### src/rtl/seq_detector_prog_pkg.sv
// Shared constants, width helper and configuration record for the programmable
// serial pattern detector.
package seq_det_pkg;

    localparam int DEF_MAX_LEN = 8;
    localparam int DEF_CNT_W   = 8;
    localparam logic [DEF_MAX_LEN-1:0] DEF_PATTERN = 8'h0B;
    localparam int   DEF_LEN     = 4;
    localparam logic DEF_OVERLAP = 1'b1;

    // Bits needed to hold a length in 0..max_len inclusive.
    function automatic int len_w(input int max_len);
        return $clog2(max_len + 1);
    endfunction

    // Configuration record at the default geometry.
    typedef struct packed {
        logic [DEF_MAX_LEN-1:0]          pattern;
        logic [$clog2(DEF_MAX_LEN+1)-1:0] len;
        logic                             overlap;
    } cfg_t;

endpackage

### src/rtl/seq_detector_prog_sat_counter.sv
// Saturating up-counter with clear taking priority over increment.
module sat_counter #(
    parameter int W = 8
) (
    input  logic         clk,
    input  logic         rst_n,
    input  logic         inc,
    input  logic         clr,
    output logic [W-1:0] count
);

    always_ff @(posedge clk) begin
        if (!rst_n) begin
            count <= '0;
        end else if (clr) begin
            count <= '0;
        end else if (inc && (count != '1)) begin
            count <= count + W'(1);
        end
    end

endmodule

### src/rtl/seq_detector_prog.sv
// Programmable serial pattern detector: loadable pattern/length, overlap control,
// valid-qualified input, registered detect pulse and saturating match counter.
module seq_detector_prog
    import seq_det_pkg::*;
#(
    parameter int                 MAX_LEN     = DEF_MAX_LEN,
    parameter int                 CNT_W       = DEF_CNT_W,
    parameter logic [MAX_LEN-1:0] RST_PATTERN = DEF_PATTERN,
    parameter int                 RST_LEN     = DEF_LEN,
    parameter logic               RST_OVERLAP = DEF_OVERLAP,
    localparam int                LW          = len_w(MAX_LEN)
) (
    input  logic               clk,
    input  logic               rst_n,
    input  logic               cfg_load,
    input  logic [MAX_LEN-1:0] cfg_pattern,
    input  logic [LW-1:0]      cfg_len,
    input  logic               cfg_overlap,
    input  logic               in_valid,
    input  logic               in_bit,
    input  logic               cnt_clr,
    output logic               detected,
    output logic [CNT_W-1:0]   match_count,
    output logic               armed
);

    typedef struct packed {
        logic [MAX_LEN-1:0] pattern;
        logic [LW-1:0]      len;
        logic               overlap;
    } det_cfg_t;

    localparam logic [LW-1:0] MAX_LEN_L = LW'(MAX_LEN);
    localparam logic [LW-1:0] RST_LEN_L = (RST_LEN > MAX_LEN) ? MAX_LEN_L : LW'(RST_LEN);
    localparam det_cfg_t      RST_CFG   = '{pattern: RST_PATTERN, len: RST_LEN_L,
                                            overlap: RST_OVERLAP};

    det_cfg_t           cfg_q;
    logic [MAX_LEN-1:0] hist_q;
    logic [LW-1:0]      fill_q;
    logic               detected_q;

    logic               accept;
    logic [MAX_LEN-1:0] hist_next;
    logic [LW-1:0]      fill_next;
    logic [MAX_LEN-1:0] mask;
    logic               match;
    logic [LW-1:0]      load_len;

    assign accept    = in_valid && !cfg_load;
    assign hist_next = {hist_q[MAX_LEN-2:0], in_bit};
    assign fill_next = (fill_q == MAX_LEN_L) ? fill_q : fill_q + LW'(1);
    assign load_len  = (cfg_len > MAX_LEN_L) ? MAX_LEN_L : cfg_len;

    // Only the low len bits of the pattern take part in the compare.
    always_comb begin
        mask = '0;
        for (int i = 0; i < MAX_LEN; i++) begin
            mask[i] = (i < int'(cfg_q.len));
        end
    end

    assign match = accept && (cfg_q.len != '0) && (fill_next >= cfg_q.len) &&
                   (((hist_next ^ cfg_q.pattern) & mask) == '0);

    always_ff @(posedge clk) begin
        if (!rst_n) begin
            cfg_q      <= RST_CFG;
            hist_q     <= '0;
            fill_q     <= '0;
            detected_q <= 1'b0;
        end else begin
            detected_q <= match;
            if (cfg_load) begin
                cfg_q  <= '{pattern: cfg_pattern, len: load_len, overlap: cfg_overlap};
                hist_q <= '0;
                fill_q <= '0;
            end else if (in_valid) begin
                hist_q <= hist_next;
                // Non-overlap restarts the fill so the next match needs len fresh bits.
                fill_q <= (match && !cfg_q.overlap) ? '0 : fill_next;
            end
        end
    end

    sat_counter #(.W(CNT_W)) u_cnt (
        .clk   (clk),
        .rst_n (rst_n),
        .inc   (match),
        .clr   (cnt_clr),
        .count (match_count)
    );

    assign detected = detected_q;
    assign armed    = (cfg_q.len != '0) &&
                      (({1'b0, fill_q} + (LW+1)'(1)) >= {1'b0, cfg_q.len});

endmodule
### config.mk
export PLATFORM = sky130hd
export DESIGN_NAME = seq_detector_prog
export DESIGN_NICKNAME = d
export VERILOG_FILES = /design/src/rtl/seq_detector_prog_pkg.sv /design/src/rtl/seq_detector_prog_sat_counter.sv /design/src/rtl/seq_detector_prog.sv
export SDC_FILE = /design/constraint.sdc
export NUM_CORES = 1
export LEC_CHECK = 0
export BUFFER_PORTS_ARGS = -buffer_cell sky130_fd_sc_hd__buf_4
export CORE_MARGIN = 1
export CORE_UTILIZATION = 30
export CTS_BUF_LIST = sky130_fd_sc_hd__clkbuf_4 sky130_fd_sc_hd__clkbuf_8
export DETAILED_ROUTE_END_ITERATION = 8
export SYNTH_ARGS = -nofsm -noshare
export SYNTH_HDL_FRONTEND = slang
export SYNTH_HIERARCHICAL = 1
export SYNTH_SLANG_ARGS = --single-unit
### constraint.sdc
create_clock -name clk -period 3.6 [get_ports clk]
set_input_delay 0.18 -clock clk [delete_from_list [all_inputs] [get_ports clk]]
set_output_delay 0.18 -clock clk [all_outputs]
set_load 0.02 [all_outputs]
==> run metrics, run 1 <==
status completed; number of synthesized flops with an enable pin 0; Setup TNS 0 ns; GR Layer Usage met1 between 15 and 20%; RR Endpoint u_cnt/count[5]; switching part of the total between 20% and 30%; Setup crit start fill_q[0]; Synth Instances a little under 200; final hold vios 0; vias in the first global route about 1400; worst skew pair latency between 0.2 and 0.3 ns; Critical R2R Launch fill_q[0]; crit path time final around 2.9 ns; RSZ-0062 raised after global routing no; largest net degree at the start of global routing 19; MaxCap Viol Count 0; I/O pin count 29; cell with the most instances after synthesis dfxtp_1; vias per cell approximately 4.8; leading area contributor after synthesis dfxtp_1; initial antenna violation count 0; crit path to u_cnt/count[5]; sequential share of the synthesized area 36.8%; Avg Inst Size Synth slightly above 9 um^2; top post-synthesis cells by area dfxtp_1 (37%), mux2i_1 (11%), ha_1 (7.7%); FP Rows 27; Worst Reg-to-Reg Cells 14; Core Region ~0.0056 mm^2; P_int between 0.0006 and 0.0007 W; M2 GR Usage around a fifth; Overflow after GRT 0; sequential standard cell area between 600 and 700 um^2; H-Tree Depth 2; Most Crowded Layer GR met2; FFs w/ async S/R, synth 0%; CTS resizes 0; final WL 3710 um; Multi-input gate area roughly 0.0011 mm^2; FF-to-FF setup slack 0.73 ns; P&R area growth vs syn 22.2%; layout cell share with drive strength beyond 1 19.0%; Die Y-Extent between 70 and 80 um; Die Area 0.00629 mm^2; Pwr Total ~0.00084 W; Setup Viol. Count Final 0; IO buf count 28; Lkg Pwr slightly above 0.9 nW; crit-path max FO 11; Gate power share approximately a tenth; Final period util between 70% and 80%; Fmax about 0.35 GHz; Ys Warns 6; GP Congestion 0.744; wire length per cell ~12 um; Clock Power Share a little over two fifths; Critical Path End Type flop; Horiz. Die Dim 79.3 um; Seq pwr share 45.6%; worst slew pin tran 0.499 ns; share of the synthesized area in the top cell type a little under two fifths; fin. max-slew vios 0; drt pass-1 iters 4; first-iteration detailed-routing DRC count 114; Netlist cell types 38; clock-pin slew on the worst setup and hold paths around 0.08 ns; CP Class flop to flop; DRC viols 0; Hold WC Path Type input port to flop; CTS tree done; HPWL after detailed placement 2740 um; first-pass GRT wire length 6220 um; M3 GR Usage about 3.6%; final antenna-violating net count 0; syn nets about 230; mapped cell area between 0.0015 and 0.002 mm^2; CP arrival between 3 and 4 ns; Initial Util a little under a third; Rel. slew slack between 60% and 70%; top cells by count, synth dfxtp_1 (33), mux2i_1 (19), nand2_1 (14); total CTS buffers 5; Hold Buf Count CTS 0; Net Sw Power about 0.00019 W; PD cells 385 mW/mm^2; crit start category flop; Worst Skew around 0.016 ns; CTS Buffer Depth 2; fillers ~590; Clock Sinks 33; Root Driver clkbuf_8; antenna fix cells 0; Peak supply drop 0.233 mV; Nets 255; synthesis-stage register bit count 33; Main synth FF type dfxtp_1; Total GRT Usage between 10% and 20%; via count between 1000 and 1500; Critical Path RT 3.81 ns; Post CTS Setup Buffer Count 0
[layout by cell type (no fill, tap or decap), types with 2 or more instances in the layout]
master	n
nor3_1	3
mux2i_1	19
buf_4	29
and4_1	4
a21oi_1	9
inv_1	9
a31oi_1	5
nor2b_1	11
ha_1	11
o21ai_0	9
nand4_1	2
and2_1	3
o211ai_1	2
nand3_1	6
nand2b_1	5
xor2_1	5
nor2_1	12
clkbuf_8	6
dfxtp_1	33
nand2_1	14
xnor2_1	9
a311oi_1	3
[power groups by stage]
stage	Sequential [W]	Clock, W	Combinational, W
2_1_floorplan	0.000390	0	0.0000598
3_5_place_dp	0.000393	0	0.0000890
5_1_grt	0.000387	0.000396	0.0000982
4_1_cts	0.000385	0.000381	0.0000893
3_3_place_gp	0.000393	0	0.0000883
6_report	0.000385	0.000371	0.0000877
[final cells by class]
class,instances,share of cell area (%)
multi-input cells,147,48.8
inverters,9,1.54
well taps,72,4.11
flip-flops and latches,33,30.1
clock inverters,1,1.37
clock buffers,7,4.11
repair buffers,29,9.93
[stage by stage]
stage / util, % / std cells / hold slack, ns / area, um^2 / worst slack, ns
after CTS: 38.9 / 298 / 0.0991 / 2190 / 0.715
after global placement: 36.7 / 290 / 0.396 / 2070 / 0.798
after detailed placement: 36.7 / 290 / 0.398 / 2070 / 0.745
after global routing: 38.9 / 298 / 0.103 / 2190 / 0.376
final: 38.9 / 298 / 0.106 / 2190 / 0.725
after floorplan: - / 196 / 0.308 / 1790 / 0.908
[per-layer routing]
metal | share of wire [%] | up-vias | routed length [um]
li1 | - | 754 | -
met1 | 49 | 643 | 1840
met2 | 47 | 15 | 1740
met5 | 0 | - | 0
met3 | 2.9 | 5 | 108
met4 | 0.83 | 0 | 31
[state kept, by name, indices dropped and copies added, names as in the netlist]
name	count
u_cnt/count	8
fill_q	4
hist_q	7
detected	1
cfg_q	13
[worst max-delay path, stage by stage (launching register included)]
cell       delay, ns
dfxtp_1         0.40
inv_1           0.11
ha_1            0.20
nand2_1         0.09
nor2_1          0.06
xnor2_1         0.13
ha_1            0.26
nand2b_1        0.09
a2111oi_0       0.08
a221o_2         0.33
nor4_4          0.20
buf_4           0.20
nand4_1         0.15
a211oi_2        0.27
mux2i_1         0.21
[cell families after synthesis]
| kind of cell | share of synthesized area, % |
|---|---|
| AOI/OAI and AO/OA | 14.7 |
| xor gates and xnor gates | 6.83 |
| adders and majority gates | 7.67 |
| buffers and inverters | 3.49 |
| DFF | 36.8 |
| muxes | 10.6 |
| and+or+nand+nor | 19.9 |
[worst min path at each step]
stage	endpoint	slack, ns	depth (start not counted)	startpoint
finish	cfg_q[0]	0.11	3	cfg_overlap
global route	cfg_q[0]	0.10	3	cfg_overlap
CTS	cfg_q[5]	0.1	3	cfg_pattern[0]
detailed placement	cfg_q[8]	0.40	3	cfg_pattern[3]
global placement	cfg_q[5]	0.40	3	cfg_pattern[0]
floorplan	cfg_q[12]	0.31	1	rst_n
Note: power is estimated with default switching activity, not from simulation.
==> inputs of run 2 (changes only) <==
Settings changed: ABC_AREA from default to 1.
Clock period 3.6 ns to 2.9 ns, I/O delays scaled along.
==> run 2 against run 1 <==
Compared with the run above:
- sequential power is 25% higher
- hold slack worse by 0.048 ns
- clock skew is 0.010 ns lower
- combinational power is 29% higher
- highest routed layer unchanged
- critical path type unchanged
- critical path depth is 6 higher
==> run metrics, run 2 <==
status completed (unchanged); Setup TNS 0 ns (unchanged); first-pass GRT wire length 7030 um (was 6220 um); final antenna-violating net count 0 (unchanged); top post-synthesis cells by area dfxtp_1 (36%), nand2_1 (14%), ha_1 (7.6%) (was dfxtp_1 (37%), mux2i_1 (11%), ha_1 (7.7%)); leading area contributor after synthesis dfxtp_1 (unchanged); PD cells 435 mW/mm^2 (was 385 mW/mm^2); total CTS buffers 5 (unchanged); vias per cell 4.58 (was 4.76); Die Area 0.00635 mm^2 (was 0.00629 mm^2); Final period util 84.1% (was 79.8%); clock-pin slew on the worst setup and hold paths 0.07 ns (was 0.08 ns); Netlist cell types 32 (was 38); Fin Hold WS 0.0576 ns (was 0.106 ns); Post CTS Setup Buffer Count 0 (unchanged); HPWL after detailed placement 3030 um (was 2740 um); crit-path max FO 10 (was 11); FP Rows 27 (unchanged); MaxCap Viol Count 0 (unchanged); largest net degree at the start of global routing 15 (was 19); mapped cell area 0.00181 mm^2 (was 0.00179 mm^2); Rel. slew slack 65.4% (was 66.6%); worst slew pin tran 0.516 ns (was 0.499 ns); final WL 4030 um (was 3710 um); Core Region 0.00568 mm^2 (was 0.00564 mm^2); CTS Buffer Depth 2 (unchanged); I/O pin count 29 (unchanged); cell with the most instances after synthesis nand2_1 (was dfxtp_1); Peak supply drop 0.246 mV (was 0.233 mV); GP Congestion 0.810 (was 0.744); layout cell share with drive strength beyond 1 18.8% (was 19.0%); Hold Buf Count CTS 0 (unchanged); initial antenna violation count 0 (unchanged); DRC viols 0 (unchanged); drt pass-1 iters 4 (unchanged); Overflow after GRT 0 (unchanged); synthesis-stage register bit count 33 (unchanged); Top Registers cfg_q x13, u_cnt/count x8, hist_q x7 (unchanged); worst skew pair latency 0.28 ns (was 0.29 ns); Ys Warns 6 (unchanged); Initial Util 31.9% (was 31.8%); top cells by count, synth nand2_1 (69), inv_1 (36), dfxtp_1 (33) (was dfxtp_1 (33), mux2i_1 (19), nand2_1 (14)); number of synthesized flops with an enable pin 0 (unchanged); Synth Instances 264 (was 196); Setup Viol. Count Final 0 (unchanged); CP arrival 2.62 ns (was 3.08 ns); Fmax 0.410 GHz (was 0.348 GHz); RSZ-0062 raised after global routing no (unchanged); CTS resizes 0 (unchanged); Hold WC Path Type input port to flop (unchanged); P&R area growth vs syn 21.1% (was 22.2%); sequential share of the synthesized area 36.5% (was 36.8%); FFs w/ async S/R, synth 0% (unchanged); crit path time final 2.44 ns (was 2.87 ns); CP Class flop to flop (unchanged); IO buf count 28 (unchanged); Total GRT Usage 14.6% (was 12.8%); fin. max-slew vios 0 (unchanged); CTS tree done (unchanged); Root Driver clkbuf_8 (unchanged); Critical Path RT 3.08 ns (was 3.81 ns); vias in the first global route 1585 (was 1384); Worst Skew 0.00520 ns (was 0.0157 ns); Critical Path End Type flop (unchanged); share of the synthesized area in the top cell type 36.5% (was 36.8%); Largest register FFs 13 (unchanged); crit start category flop (unchanged); Die Y-Extent 79.7 um (was 79.3 um); Clock Sinks 33 (unchanged); Largest Register cfg_q (unchanged); Lkg Pwr 1.07 nW (was 0.920 nW); Nets 327 (was 255); final hold vios 0 (unchanged); most frequent cells in the layout nand2_1 (69), inv_1 (35), dfxtp_1 (33), buf_4 (29), nor2_1 (26) (was dfxtp_1 (33), buf_4 (29), mux2i_1 (19), nand2_1 (14), nor2_1 (12)); syn nets 294 (was 226); first-iteration detailed-routing DRC count 52 (was 114); antenna fix cells 0 (unchanged); commonest non-fill, non-tap cell in the layout nand2_1 (was dfxtp_1); via count 1693 (was 1417); fillers 608 (was 594); wire length per cell 10.9 um (was 12.5 um); Main synth FF type dfxtp_1 (unchanged); Avg Inst Size Synth 6.86 um^2 (was 9.15 um^2); Horiz. Die Dim 79.7 um (was 79.3 um); H-Tree Depth 2 (unchanged)
==> run 2: area by class of cell <==
type	instances	area [um^2]	area share (%)
tap	72	90.1	4.11
multi-input combinational	184	968	44.2
clock buffer	8	91.3	4.16
inverter	44	165	7.53
sequential	33	661	30.1
timing repair buffer	29	218	9.93
==> run 2: kinds of logic after synthesis <==
group / Yosys count / synth area share [%]
simple gates: 123 / 29.4
buf+inv: 47 / 10.0
compound gates: 46 / 14.5
flops: 33 / 36.5
fa+ha+maj: 11 / 7.60
xor+xnor: 4 / 1.94
==> run 2: through the flow <==
step                setup slack [ns]  instance area, um^2  utilization, %  total power [W]  instances
floorplan                      0.639                 1810               -         0.000558        264
global placement               0.481                 2100            37.0         0.000603        362
detailed placement             0.394                 2100            37.0         0.000603        362
CTS                            0.384                 2190            38.6         0.000969        370
global route                  0.0917                 2190            38.6          0.00101        370
finish                         0.460                 2190            38.6         0.000954        370
==> run 2: worst paths after layout <==
kind / cells past startpoint / slack (ns) / startpoint / to
setup / recovery: 20 / 0.46 / fill_q[0] / u_cnt/count[5]
hold / removal: 3 / 0.06 / cfg_pattern[6] / cfg_q[11]
setup reg to reg: 20 / 0.46 / fill_q[0] / u_cnt/count[5]
hold reg to reg: 2 / 0.47 / cfg_q[5] / cfg_q[5]
==> run 2: per-layer routing <==
| metal | track usage (%) | vias up | share of wire [%] |
|---|---|---|---|
| li1 | - | 903 | - |
| met1 | 17.8 | 754 | 50 |
| met2 | 23.9 | 31 | 45 |
| met3 | 3.43 | 5 | 4.0 |
| met4 | 6.91 | 0 | 1.4 |
| met5 | 0 | - | 0 |
==> run 2: worst max-delay path, stage by stage (launching register included) <==
cell and delay [ns]:
dfxtp_1 0.40, inv_1 0.09, ha_1 0.20, nand3b_1 0.11
xor2_1 0.09, ha_1 0.28, inv_1 0.04, nand2_1 0.04
nand2_1 0.05, nand2_1 0.05, nand2_1 0.05, a21oi_2 0.15
nand3_1 0.13, inv_2 0.17, nand2_2 0.08, inv_1 0.06
nand2_1 0.04, nor2_1 0.12, nand3_1 0.08, nand2_1 0.06
nor2_1 0.04
==> run 2: power by group <==
group / switching (W) / internal [W]
clock network: 0.000163 / 0.000199
registers: 0.0000116 / 0.000468
logic: 0.0000645 / 0.0000483
total: 0.000239 / 0.000715
